File: src/rtl/vram_arbiter.sv
// rtl/vram_arbiter.sv - CPU/video arbiter for a single-port synchronous VRAM
//
// Shares one single-port VRAM (registered read, 1-cycle latency) between the
// uPD7800 CPU bus and the video fetch engine. Video has fixed priority. A
// saturating wait counter bounds how long a pending CPU access can be denied.
//
// Ports:
//   clk, rst            system clock, asynchronous active-high reset
//   cpu_cs              VRAM chip select from CPU address decode
//   cpu_rdb, cpu_wrb    CPU read/write strobes, active low
//   cpu_a, cpu_di       CPU address / write data
//   cpu_do, cpu_dv      last CPU read data (held) / 1-cycle update pulse
//   cpu_busy            CPU access pending, not yet granted
//   vid_req, vid_a      video fetch request (level) / fetch address
//   vid_ack             1-cycle pulse: vid_a sampled this cycle
//   vid_do, vid_dv      video read data / 1-cycle valid, one cycle after vid_ack
//   ram_a, ram_di       VRAM address / write data (combinational from grant)
//   ram_we              VRAM write enable
//   ram_do              VRAM read data, one cycle after address
module vram_arbiter #(
  parameter int AW           = 12,
  parameter int DW           = 8,
  parameter int CPU_MAX_WAIT = 3
) (
  input  logic          clk,
  input  logic          rst,
  input  logic          cpu_cs,
  input  logic          cpu_rdb,
  input  logic          cpu_wrb,
  input  logic [AW-1:0] cpu_a,
  input  logic [DW-1:0] cpu_di,
  output logic [DW-1:0] cpu_do,
  output logic          cpu_dv,
  output logic          cpu_busy,
  input  logic          vid_req,
  input  logic [AW-1:0] vid_a,
  output logic          vid_ack,
  output logic [DW-1:0] vid_do,
  output logic          vid_dv,
  output logic [AW-1:0] ram_a,
  output logic [DW-1:0] ram_di,
  output logic          ram_we,
  input  logic [DW-1:0] ram_do
);

  localparam int WW = (CPU_MAX_WAIT < 1) ? 1 : $clog2(CPU_MAX_WAIT + 1);
  localparam logic [WW-1:0] WAIT_MAX = WW'(CPU_MAX_WAIT);

  // What the RAM output will hold on the following cycle.
  typedef enum logic [1:0] {
    GNT_IDLE   = 2'd0,
    GNT_VID    = 2'd1,
    GNT_CPU_RD = 2'd2
  } gnt_e;

  gnt_e          gnt_q, gnt_d;
  logic          act, act_q, start;
  logic          pend_q, wr_q;
  logic [AW-1:0] a_q;
  logic [DW-1:0] di_q;
  logic [WW-1:0] wait_q;
  logic [DW-1:0] cpu_do_q, vid_do_q;
  logic          gnt_cpu, gnt_vid;

  // One access per strobe: only the rising edge of the active condition starts one.
  assign act   = cpu_cs & (~cpu_rdb | ~cpu_wrb);
  assign start = act & ~act_q;

  always_comb begin
    gnt_cpu = pend_q & ((wait_q == WAIT_MAX) | ~vid_req);
    // Video grant is masked during reset so every output reads 0 while rst is high.
    gnt_vid = ~gnt_cpu & vid_req & ~rst;
    ram_a   = '0;
    ram_di  = '0;
    ram_we  = 1'b0;
    vid_ack = 1'b0;
    gnt_d   = GNT_IDLE;
    if (gnt_cpu) begin
      ram_a = a_q;
      if (wr_q) begin
        ram_we = 1'b1;
        ram_di = di_q;
      end else begin
        gnt_d = GNT_CPU_RD;
      end
    end else if (gnt_vid) begin
      vid_ack = 1'b1;
      ram_a   = vid_a;
      gnt_d   = GNT_VID;
    end
  end

  // Read data is steered straight from the RAM in the return cycle, then held.
  assign cpu_dv   = (gnt_q == GNT_CPU_RD);
  assign vid_dv   = (gnt_q == GNT_VID);
  assign cpu_do   = cpu_dv ? ram_do : cpu_do_q;
  assign vid_do   = vid_dv ? ram_do : vid_do_q;
  assign cpu_busy = pend_q;

  always_ff @(posedge clk or posedge rst) begin
    if (rst) begin
      gnt_q    <= GNT_IDLE;
      act_q    <= 1'b0;
      pend_q   <= 1'b0;
      wr_q     <= 1'b0;
      a_q      <= '0;
      di_q     <= '0;
      wait_q   <= '0;
      cpu_do_q <= '0;
      vid_do_q <= '0;
    end else begin
      gnt_q <= gnt_d;
      act_q <= act;
      // A start in the grant cycle replaces the slot after the old access is issued.
      if (start) begin
        a_q  <= cpu_a;
        di_q <= cpu_di;
        wr_q <= ~cpu_wrb;
      end
      pend_q <= start | (pend_q & ~gnt_cpu);
      if (gnt_cpu) begin
        wait_q <= '0;
      end else if (pend_q && (wait_q != WAIT_MAX)) begin
        wait_q <= wait_q + 1'b1;
      end
      if (cpu_dv) cpu_do_q <= ram_do;
      if (vid_dv) vid_do_q <= ram_do;
    end
  end

endmodule

File: config.mk
export PLATFORM = sky130hd
export DESIGN_NAME = vram_arbiter
export DESIGN_NICKNAME = d
export VERILOG_FILES = /design/src/rtl/vram_arbiter.sv
export SDC_FILE = /design/constraint.sdc
export NUM_CORES = 1
export LEC_CHECK = 0
export CORE_MARGIN = 3
export CORE_UTILIZATION = 35
export DETAILED_ROUTE_END_ITERATION = 16
export GPL_TIMING_DRIVEN = 0
export PLACE_DENSITY = 0.71
export SETUP_SLACK_MARGIN = 0.3
export SLEW_MARGIN = 20
export SYNTH_ARGS = -nofsm -noshare
export SYNTH_HDL_FRONTEND = slang
export SYNTH_SLANG_ARGS = --single-unit
File: constraint.sdc
create_clock -name clk -period 5.6 [get_ports clk]
set_clock_uncertainty 0.05 [all_clocks]
set_input_delay 1.4 -clock clk [delete_from_list [all_inputs] [get_ports clk]]
set_output_delay 1.4 -clock clk [all_outputs]
set_load 0.02 [all_outputs]
==> metrics <==
global-route congestion overflow total 0; CP endpoint kind output port; accumulated negative setup slack 0 ns; Clock Root Buffer sky130_fd_sc_hd__clkbuf_8; top cells by area in the synthesized netlist sky130_fd_sc_hd__dfrtp_1 56%, sky130_fd_sc_hd__mux2_4 14%, sky130_fd_sc_hd__mux2_2 11%, sky130_fd_sc_hd__a22o_1 5.5%, sky130_fd_sc_hd__and2_1 2.9%; mean instance size in the synthesized netlist 14.9 um^2; Post-Synthesis Net Count 176; area added between synthesis and finish 56.6%; hold bufs inserted after CTS 0; Worst Path Arrival 3.61 ns; number of routed nets with antenna violations 0; Synth Register Bits 43; commonest non-fill, non-tap cell in the layout sky130_fd_sc_hd__clkdlybuf4s50_1; vias in the first global route 1438; Cells after Synth between 100 and 150; All-Layer GR Usage 0.139; HPWL Detailed around 3200 um; H-tree depth 2; sequential fraction of the synthesis area 0.561; crit path max-delay cell type sky130_fd_sc_hd__clkdlybuf4s50_1; Floorplan Core Area roughly 5200 um^2; Max Cap Violations 0; DRC violation count after routing 0; Period minus WS final ~5 ns; count of port buffers added during placement 86; detailed-route via count 1376; final count of pins violating max slew 0; number of warning messages in the yosys log 0; initial antenna violation count 0; number of filler cells placed in the layout ~460; post-synth top area cell sky130_fd_sc_hd__dfrtp_1; final net count 270; part of the cycle the worst path needs 0.904; worst-path fanout max 29; total area of sequential cells 1080 um^2; routed length per placed instance 14.5 um; net switching share of the total power 0.289; Top-Level Pins 87; portion of synthesized cell area occupied by the leading cell type 0.561; total routed wirelength ~4300 um; worst min-delay path category reg2reg; number of vias per cell 4.68; violation count after the first detailed-routing iteration 57; TritonCTS clock tree built; commonest cells after routing, fill and taps aside 86 x sky130_fd_sc_hd__clkdlybuf4s50_1, 43 x sky130_fd_sc_hd__dfrtp_1, 19 x sky130_fd_sc_hd__mux2_2; Hold Violations, Final 0; crit start category input pin; Post-CTS Setup Inserts 0; CTS Sinks 43; placer congestion estimate 0.706; netlist area before placement 1920 um^2; share of cells above drive strength 1 0.250; Worst IR Drop VDD 0.000160 V; leakage power total ~0.0013 uW; starting density of the core 0.369; Least-Margin Pin Slew 0.347 ns; Top cell by count, worst path sky130_fd_sc_hd__clkdlybuf4s50_1; sw power 311 uW; Inserted Clock Buffers 5; wire length of the first global-routing pass 6830 um; area of the multi-input gates 753 um^2; Final Setup Violations 0; delay contributed by the slowest stage of the critical path roughly 0.61 ns; cell-internal power 763 uW; quantity of gates resized following cts 0; clock edge transition at the registers on the reported setup and hold paths 0.08 ns; CTS Buffer Depth 2; Req. time, crit path 4.15 ns; result of the run complete, no violations; site row count 26; Worst Slack Setup Final approximately 0.54 ns; pin count of the biggest net entering global routing 30; clock insertion delay at the later pin of the skew report 0.29 ns; Fmax between 150 and 200 MHz; combinational cell fraction of total power 0.379; diode count 0; chip height roughly 80 um; clock network fraction of design power 0.229; critical path cell sequence clkdlybuf4s50_1, inv_2, buf_12, and3_1, buf_2, a22o_1, clkdlybuf4s50_1; Relative slew margins 0.768; worst setup timing slack at the placement stage 0.480 ns; Pwr per Cell Area 357 nW/um^2; Setup Crit Path Kind in2out; Horiz. Die Dim 80.1 um; overall die area about 6400 um^2; number of iterations in the first detailed-routing pass 4; share of total power in sequential cells 0.392; RSZ-0062 raised after global routing false; power consumption 1070 uW; distinct cell type count after synthesis 21
final timing paths:
check | from | endpoint | slack, ns | depth (start not counted)
max | rst | ram_a[7] | 0.54 | 7
min | wr_q | gnt_q[1] | 0.44 | 1
max reg2reg | wait_q[0] | gnt_q[1] | 4.05 | 5
min reg2reg | wr_q | gnt_q[1] | 0.44 | 1
max in group asynchronous | rst | cpu_do_q[0] | 3.70 | 3
min in group asynchronous | rst | di_q[1] | 1.34 | 2
critical path, delay by kind of cell:
family,cells,cell delay [ns]
AO/OA/AOI/OAI,1,0.16
AND/OR/NAND/NOR,1,0.25
buffers and inverters,5,1.79
metal layers:
layer	vias up	wire, um	global-route usage
met5	-	0	0
met4	0	70	0.0422
met3	8	341	0.0549
met2	66	1990	0.227
met1	661	1850	0.170
li1	641	-	-
cell usage after synthesis:
cell / n
sky130_fd_sc_hd__nand2_1: 2
sky130_fd_sc_hd__and2_1: 9
sky130_fd_sc_hd__and2_4: 1
sky130_fd_sc_hd__and3_1: 2
sky130_fd_sc_hd__dfrtp_1: 43
sky130_fd_sc_hd__o21bai_1: 1
sky130_fd_sc_hd__mux2_4: 18
sky130_fd_sc_hd__a22o_1: 12
sky130_fd_sc_hd__nand2b_1: 2
sky130_fd_sc_hd__nor2b_1: 2
sky130_fd_sc_hd__a21boi_2: 1
sky130_fd_sc_hd__o2bb2ai_1: 1
sky130_fd_sc_hd__clkbuf_1: 1
sky130_fd_sc_hd__nor2_1: 1
sky130_fd_sc_hd__ha_1: 1
sky130_fd_sc_hd__buf_6: 1
sky130_fd_sc_hd__mux2_2: 19
sky130_fd_sc_hd__buf_2: 4
sky130_fd_sc_hd__buf_12: 2
sky130_fd_sc_hd__a21oi_1: 2
sky130_fd_sc_hd__inv_1: 4
power groups by stage:
stage               clock (uW)  sequential [uW]  combinational, uW
finish                     246              421                407
detailed placement           0              426                413
floorplan                    0              417                231
CTS                        253              422                413
global placement             0              424                403
global route               269              430                435
registers in the layout (all words and copies together), names as in the netlist:
register	cells
wait_q	2
vid_do_q	8
cpu_busy	1
act_q	1
a_q	12
cpu_do_q	8
di_q	8
wr_q	1
gnt_q	2
cell type report:
class                           count  area share
Sequential cell                    43       0.358
Tap cell                           70      0.0291
Clock inverter                      2      0.0117
Multi-Input combinational cell     74       0.251
Buffer                              8      0.0250
Clock buffer                        6      0.0275
Timing Repair Buffer               87       0.293
Inverter                            4     0.00500
through the flow:
step / utilization / hold WS, ns / instance area [um^2] / std cells
finish: 0.577 / 0.437 / 3010 / 294
global route: 0.577 / 0.457 / 3010 / 294
CTS: 0.577 / 0.444 / 3010 / 294
detailed placement: 0.555 / 0.410 / 2890 / 286
global placement: 0.551 / 0.415 / 2870 / 285
floorplan: - / 0.368 / 1920 / 129
cells by family after synthesis:
family                     count (synthesis)  synth area share
adders and majority gates                  1           0.00652
muxes                                     37             0.252
and+or+nand+nor                           19            0.0593
DFF                                       43             0.561
buffers and inverters                     12            0.0469
AOI/OAI and AO/OA                         17            0.0743
No activity file was read; power rests on OpenSTA's default activity.
